<file path="src/rtl/gcd_core.sv">
// -----------------------------------------------------------------------------
// gcd_core
//   Iterative subtractive GCD engine. A start pulse in IDLE captures two
//   unsigned operands. The engine then takes one subtract step per clock until
//   one operand is zero or both are equal. It returns gcd(a_in, b_in) on
//   gcd_out and raises done for exactly one cycle.
//
//   Ports
//     clk      in   1      rising-edge clock
//     reset    in   1      asynchronous, active-low reset
//     start    in   1      request; only looked at in IDLE
//     a_in     in   WIDTH  operand A, captured on the start edge
//     b_in     in   WIDTH  operand B, captured on the start edge
//     busy     out  1      high while iterating (CALC)
//     done     out  1      one-cycle strobe (DONE)
//     gcd_out  out  WIDTH  last result; held until the next termination
// -----------------------------------------------------------------------------
module gcd_core #(
   parameter int WIDTH = 4
) (
   input  logic             clk,
   input  logic             reset,
   input  logic             start,
   input  logic [WIDTH-1:0] a_in,
   input  logic [WIDTH-1:0] b_in,
   output logic             busy,
   output logic             done,
   output logic [WIDTH-1:0] gcd_out
);

   typedef enum logic [1:0] {
      S_IDLE = 2'd0,
      S_CALC = 2'd1,
      S_DONE = 2'd2
   } state_t;

   state_t           r_state;
   state_t           w_state_next;

   logic [WIDTH-1:0] r_a;
   logic [WIDTH-1:0] r_b;
   logic [WIDTH-1:0] r_gcd;

   logic             w_a_en;
   logic             w_b_en;
   logic             w_gcd_en;
   logic [WIDTH-1:0] w_a_next;
   logic [WIDTH-1:0] w_b_next;
   logic [WIDTH-1:0] w_gcd_next;

   // Differences are only used when the minuend is strictly larger,
   // so neither wraps.
   logic [WIDTH-1:0] w_a_minus_b;
   logic [WIDTH-1:0] w_b_minus_a;

   assign w_a_minus_b = r_a - r_b;
   assign w_b_minus_a = r_b - r_a;

   // ---------------------------------------------------------------- state
   always_ff @(posedge clk or negedge reset) begin
      if (!reset) begin
         r_state <= S_IDLE;
      end else begin
         r_state <= w_state_next;
      end
   end

   // ------------------------------------------------ next state / datapath
   always_comb begin
      w_state_next = r_state;
      w_a_en       = 1'b0;
      w_b_en       = 1'b0;
      w_gcd_en     = 1'b0;
      w_a_next     = r_a;
      w_b_next     = r_b;
      w_gcd_next   = r_gcd;

      case (r_state)
         S_IDLE: begin
            if (start) begin
               w_a_en       = 1'b1;
               w_b_en       = 1'b1;
               w_a_next     = a_in;
               w_b_next     = b_in;
               w_state_next = S_CALC;
            end
         end

         S_CALC: begin
            // Termination tests come before any subtraction, in this order.
            if (r_a == '0) begin
               w_gcd_en     = 1'b1;
               w_gcd_next   = r_b;
               w_state_next = S_DONE;
            end else if (r_b == '0) begin
               w_gcd_en     = 1'b1;
               w_gcd_next   = r_a;
               w_state_next = S_DONE;
            end else if (r_a == r_b) begin
               w_gcd_en     = 1'b1;
               w_gcd_next   = r_a;
               w_state_next = S_DONE;
            end else if (r_a > r_b) begin
               w_a_en   = 1'b1;
               w_a_next = w_a_minus_b;
            end else begin
               w_b_en   = 1'b1;
               w_b_next = w_b_minus_a;
            end
         end

         S_DONE: begin
            w_state_next = S_IDLE;
         end

         default: begin
            w_state_next = S_IDLE;
         end
      endcase
   end

   // ------------------------------------------ enable-gated data registers
   always_ff @(posedge clk or negedge reset) begin
      if (!reset) begin
         r_a <= '0;
      end else if (w_a_en) begin
         r_a <= w_a_next;
      end
   end

   always_ff @(posedge clk or negedge reset) begin
      if (!reset) begin
         r_b <= '0;
      end else if (w_b_en) begin
         r_b <= w_b_next;
      end
   end

   always_ff @(posedge clk or negedge reset) begin
      if (!reset) begin
         r_gcd <= '0;
      end else if (w_gcd_en) begin
         r_gcd <= w_gcd_next;
      end
   end

   // --------------------------------------------------- Moore outputs
   assign busy    = (r_state == S_CALC);
   assign done    = (r_state == S_DONE);
   assign gcd_out = r_gcd;

endmodule

</file>
<file path="config.mk">
export PLATFORM = sky130hd
export DESIGN_NAME = gcd_core
export DESIGN_NICKNAME = d
export VERILOG_FILES = /design/src/rtl/gcd_core.sv
export SDC_FILE = /design/constraint.sdc
export NUM_CORES = 1
export LEC_CHECK = 0
export ABC_AREA = 1
export BUFFER_PORTS_ARGS = -buffer_cell sky130_fd_sc_hd__buf_2
export CORE_MARGIN = 1
export CORE_UTILIZATION = 50
export DETAILED_ROUTE_END_ITERATION = 7
export GPL_ROUTABILITY_DRIVEN = 0
export PLACE_DENSITY_LB_ADDON = 0.3
export SYNTH_ARGS = -nofsm -noshare
export SYNTH_HDL_FRONTEND = slang
export SYNTH_SLANG_ARGS = --single-unit
</file>
<file path="constraint.sdc">
create_clock -name clk -period 3.6 [get_ports clk]
set_input_delay 0.18 -clock clk [delete_from_list [all_inputs] [get_ports clk]]
set_output_delay 0.18 -clock clk [all_outputs]
set_load 0.05 [all_outputs]
</file>
Yosys cells after proc, flatten, opt, wreduce, memory -nomap -nowiden
Cells that the tools add are included.
{ "classes": {"order_cmp": 1, "n_div": 0, "eq_ne": 10, "n_addsub": 2, "bitwise_logic": 0, "n_mux": 35, "mul": 0, "shift": 0, "n_reduce_logical": 9} }
{ "ops": {"columns": ["op", "count"], "rows": [
  ["two-way mux 4 bit", 13],
  ["one-hot mux 4 bit (2 select lines)", 2],
  ["AND reduction 7 bit", 2],
  ["two-way mux 1 bit", 13],
  ["!= test 2 bit, second input constant", 5],
  ["zero test 4 bit", 2],
  ["two-way mux 2 bit", 4],
  ["subtractor 4 bit", 2],
  ["equality test 4 bit", 1],
  ["> comparator 4 bit", 1],
  ["!= test 4 x 1 -> 1 bit, second input constant", 1],
  ["one-hot mux 1 bit (2 select lines)", 2],
  ["one-hot mux 2 bit (2 select lines)", 1],
  ["AND reduction 3 bit", 1],
  ["nonzero test 3 bit", 1],
  ["equality test 2 x 1 -> 1 bit, second input constant", 1],
  ["equality test 2 bit, second input constant", 1],
  ["zero test 2 bit", 1],
  ["!= test 2 x 1 -> 1 bit, second input constant", 1],
  ["AND reduction 2 bit", 1],
  ["nonzero test 2 bit", 1]
]} }
{ "totals": {"ramBits": 0, "ff_bits": 14, "in_bits": 11, "wordCells": 61, "n_memories": 0, "latchBits": 0, "mem_bits_ro": 0, "output_inout_bits": 6} }

Logic depth before layout (Yosys ltp)
{ "depth": {"word_depth": 7, "depth_mapped": 12, "mapped_depth_nobuf": 11} }

Worst setup path before layout
OpenSTA, ideal clock, no wires.
{ "synth_path": {"path_type": "register -> register", "startpoint": "register r_a[0]", "endpoint": "register r_b[3]", "t_arrival_ns": 1.556, "synth_period_minus_slack_ns": 1.621, "path_stages_with_launch": 12, "path_buffers": 0, "t_required_ns": 3.535, "setup_ns": 0.065, "slack_ns": 1.979, "cell_sequence": "dfrtp_1 inv_1 ha_1 inv_1 fa_1 nand2_1 o21ai_1 nand2_1 inv_1 nor2_1 nand2_1 nand2_1"} }
{ "synth_between": {"elab_chain_cells": 7, "elab_cells_between_ends": 18, "classes_between": "1 x add/sub; 1 x order compare; 4 x eq/ne; 10 x mux; 2 x reduce/logical"} }
{ "synth_rtl": {"columns": ["element", "line_no", "source"], "rows": [
  ["start: declaration", "40", "logic [WIDTH-1:0] r_a;"],
  ["start signal: assignment", "127", "r_a <= w_a_next;"],
  ["> comparator 4 bit", "103", "end else if (r_a > r_b) begin"],
  ["two-way mux 1 bit", "103", null],
  ["two-way mux 1 bit", "99", "end else if (r_a == r_b) begin"],
  ["two-way mux 1 bit", "95", "end else if (r_b == '0) begin"],
  ["two-way mux 1 bit", "91", "if (r_a == '0) begin"],
  ["one-hot mux 1 bit (2 select lines)", "78", "case (r_state)"],
  ["AND reduction 7 bit (no line)", null, null],
  ["end signal: assignment", "135", "r_b <= w_b_next;"],
  ["end: declaration", "41", "logic [WIDTH-1:0] r_b;"]
]} }
Several ways; a longest one is shown, not always the timed one. The select of a mux whose other input is x is not followed.
A chain may end at the register's enable or synchronous reset.

Worst setup path in the final report
Same ends and word-level chain as after synthesis.

==> impl_metrics.py <==
metrics = {
    "drt": {
        "ant_nets": 0,
        "drcViolationCount": 0,
        "wl_um": 2322,
        "wl_per_cell_um": 12.03,
        "drt_iter0_markers": 18,
        "dr_total_vias": 935,
        "drt-pass1-iter-count": 4,
        "vias_per_cell": 4.845,
    },
    "critical_path": {
        "worstPathRequired_ps": 3820,
        "worstPathArrival_ps": 2040,
        "critPathCaptureType": "flip-flop",
        "cp_max_fo": 5,
        "worstSetupPathType": "reg2reg",
        "start_kind": "flip-flop",
    },
    "synthesis": {
        "synthCells": 147,
        "synth_commonest_cells": "54 x nand2_1, 17 x inv_1, 14 x dfrtp_1, 13 x nand3_1, 11 x nor2_1",
        "syn_area_um2": 1065,
        "synth_warnings": 0,
        "synthMostInstantiatedCell": "nand2_1",
        "ys_ff_latch": 14,
        "ys_seq_area_share_pct": 32.90,
        "synth_fp_nets": 167,
        "synth-async-reset-ratio_pct": 100.0,
        "synth_area_leaders": "dfrtp_1 33%, nand2_1 19%, ha_1 8.2%",
        "synth_flop_cell": "dfrtp_1",
        "netlist.area_leader.share_pct": 32.90,
        "ys_types": 21,
        "synth_edf_count": 0,
        "syn_area_per_cell_um2": 7.243,
        "synth_top_area_cell": "dfrtp_1",
    },
    "global_route": {
        "grtUsageMet3_pct": 6.667,
        "grt_use_total_pct": 23.96,
        "antenna_found_initial": 0,
        "grt_pass1_vias": 895,
        "grtUsageMet2_pct": 42.40,
        "met1_usage_pct": 28.87,
        "gr-max-usage-layer": "met2",
        "grt_first_pass_wirelength_um": 3739,
        "grt_overflow": 0,
        "grt_max_degree": 15,
    },
    "cts": {
        "root_buffer": "clkbuf_4",
        "numCtsBuffers": 3,
        "htree_levels": 1,
        "cts_tree": "yes",
        "cts_buffer_depth": 2,
        "path_clk_slew_ps": 80,
        "cts.sinks": 14,
        "clock_latency_ps": 280,
    },
    "sta": {
        "setup_viol": 0,
        "fin_tns_setup_ps": 0,
        "fin_crit_sh_pct": 50.42,
        "rsz0062_at_grt": "false",
        "hold_viol": 0,
        "period_needed_ps": 1815,
        "fmax_ghz": 0.5509,
        "skew_ps": 1.476,
        "finalMaxSlewViolations": 0,
        "max_slew_margin_pct": 78.15,
        "setup_ws_ps": 1785,
        "tightest_slew_ps": 326.6,
    },
    "cells_and_area": {
        "n_antenna_cell": 0,
        "fin_area_um2": 1209,
        "nNetsFinal": 187,
        "layout-drive-gt1-share_pct": 20.48,
        "areaGrowthSynthToFinish_pct": 13.51,
    },
    "run": {
        "maxCapViolations": 0,
    },
    "floorplan": {
        "die_y_um": 48.15,
        "start_util_pct": 53.72,
        "fp.dieW_um": 48.15,
        "dieArea_um2": 2318,
        "coreArea_um2": 1982,
        "placementRows": 16,
        "io_pins": 17,
    },
    "place": {
        "numPortBuffers": 16,
        "place.detailed.hpwl_um": 1863,
        "pre_cts_slack_ps": 1789,
        "dpl_cell_area_um2": 1162,
    },
    "outcome": {
        "outcome": "complete, no violations",
    },
    "hold_path": {
        "hp-class": "in2reg",
    },
}
## layer usage
| metal | vias up | part of all wire (%) |
|---|---|---|
| li1 | 491 | - |
| met1 | 422 | 44 |
| met2 | 20 | 51 |
| met3 | 2 | 4.7 |
| met4 | 0 | 0.34 |
| met5 | - | 0 |
## kinds of logic after synthesis
group	share of synthesized area [%]
xor gates and xnor gates	0.8227
buffers and inverters	8.577
DFF	32.90
adders and majority gates	11.99
and+or+nand+nor	39.01
AOI/OAI and AO/OA	6.697
## cells in the final DEF (no fill, tap or decap)
cell,synthesis,final
a21oi_1,3,3
inv_1,17,17
ha_1,7,7
nor2_8,1,1
clkbuf_8,0,1
o21ai_0,7,7
xnor2_1,1,1
fa_1,2,2
dlygate4sd3_1,0,1
clkbuf_4,0,3
nand2_4,4,4
or2_1,1,1
nor2_1,11,11
nand3_2,1,1
nand3_1,13,13
o21ai_1,1,1
dfrtp_1,14,14
o21ai_4,1,1
inv_2,3,3
nand2_1,54,54
buf_2,1,16
nor2_2,1,1
nand2_2,3,3
## worst paths after layout
check	start	to	slack, ps	depth (start not counted)
worst min-delay path	b_in[3]	r_b[3]	200	5
max in group asynchronous	reset	r_a[1]	3050	2
min in group asynchronous	reset	gcd_out[1]	320	2
worst max register to register	r_a[0]	r_b[3]	1780	11
worst min register to register	gcd_out[1]	gcd_out[1]	480	2
worst max-delay path	r_a[0]	r_b[3]	1780	11
## through the flow
step	hold slack [ps]	util, %	instances
6_report	202.3	60.98	193
3_5_place_dp	98.93	58.65	188
2_1_floorplan	-115.6	-	147
5_1_grt	231.5	60.98	193
4_1_cts	201.7	60.98	193
3_3_place_gp	80.54	58.65	188
## layout make-up
cell class                 instances  area, µm²
tap                               27      33.78
timing repair buffer              17      90.09
inverter                          20      75.07
fill                             191      773.2
clock buffer                       4      36.28
multi-input combinational        111      623.1
sequential                        14      350.3
## worst max-delay path, stage by stage, from the launching register on
cell and delay [ps]:
dfrtp_1 420, inv_1 80, ha_1 150, inv_1 70
fa_1 410, nand2_1 80, o21ai_1 90, nand2_1 190
inv_1 70, nor2_1 100, nand2_1 60, nand2_1 50
## sequential cells by signal (all words and copies together), names as in the netlist
| register | flops |
|---|---|
| gcd_out | 4 |
| r_a | 4 |
| r_b | 4 |
| r_state | 2 |
## repair_timing
| action | CTS | global route |
|---|---|---|
| hold buffers | 1 | 0 |
| buffers inserted | 0 | 0 |
| endpoints found under the hold margin | 14 | 0 |
| gates resized for setup | 0 | 0 |
Power is left out: the tool's default activity adds up to more than one toggle a clock period on the data nets, which glitch-free logic cannot reach.
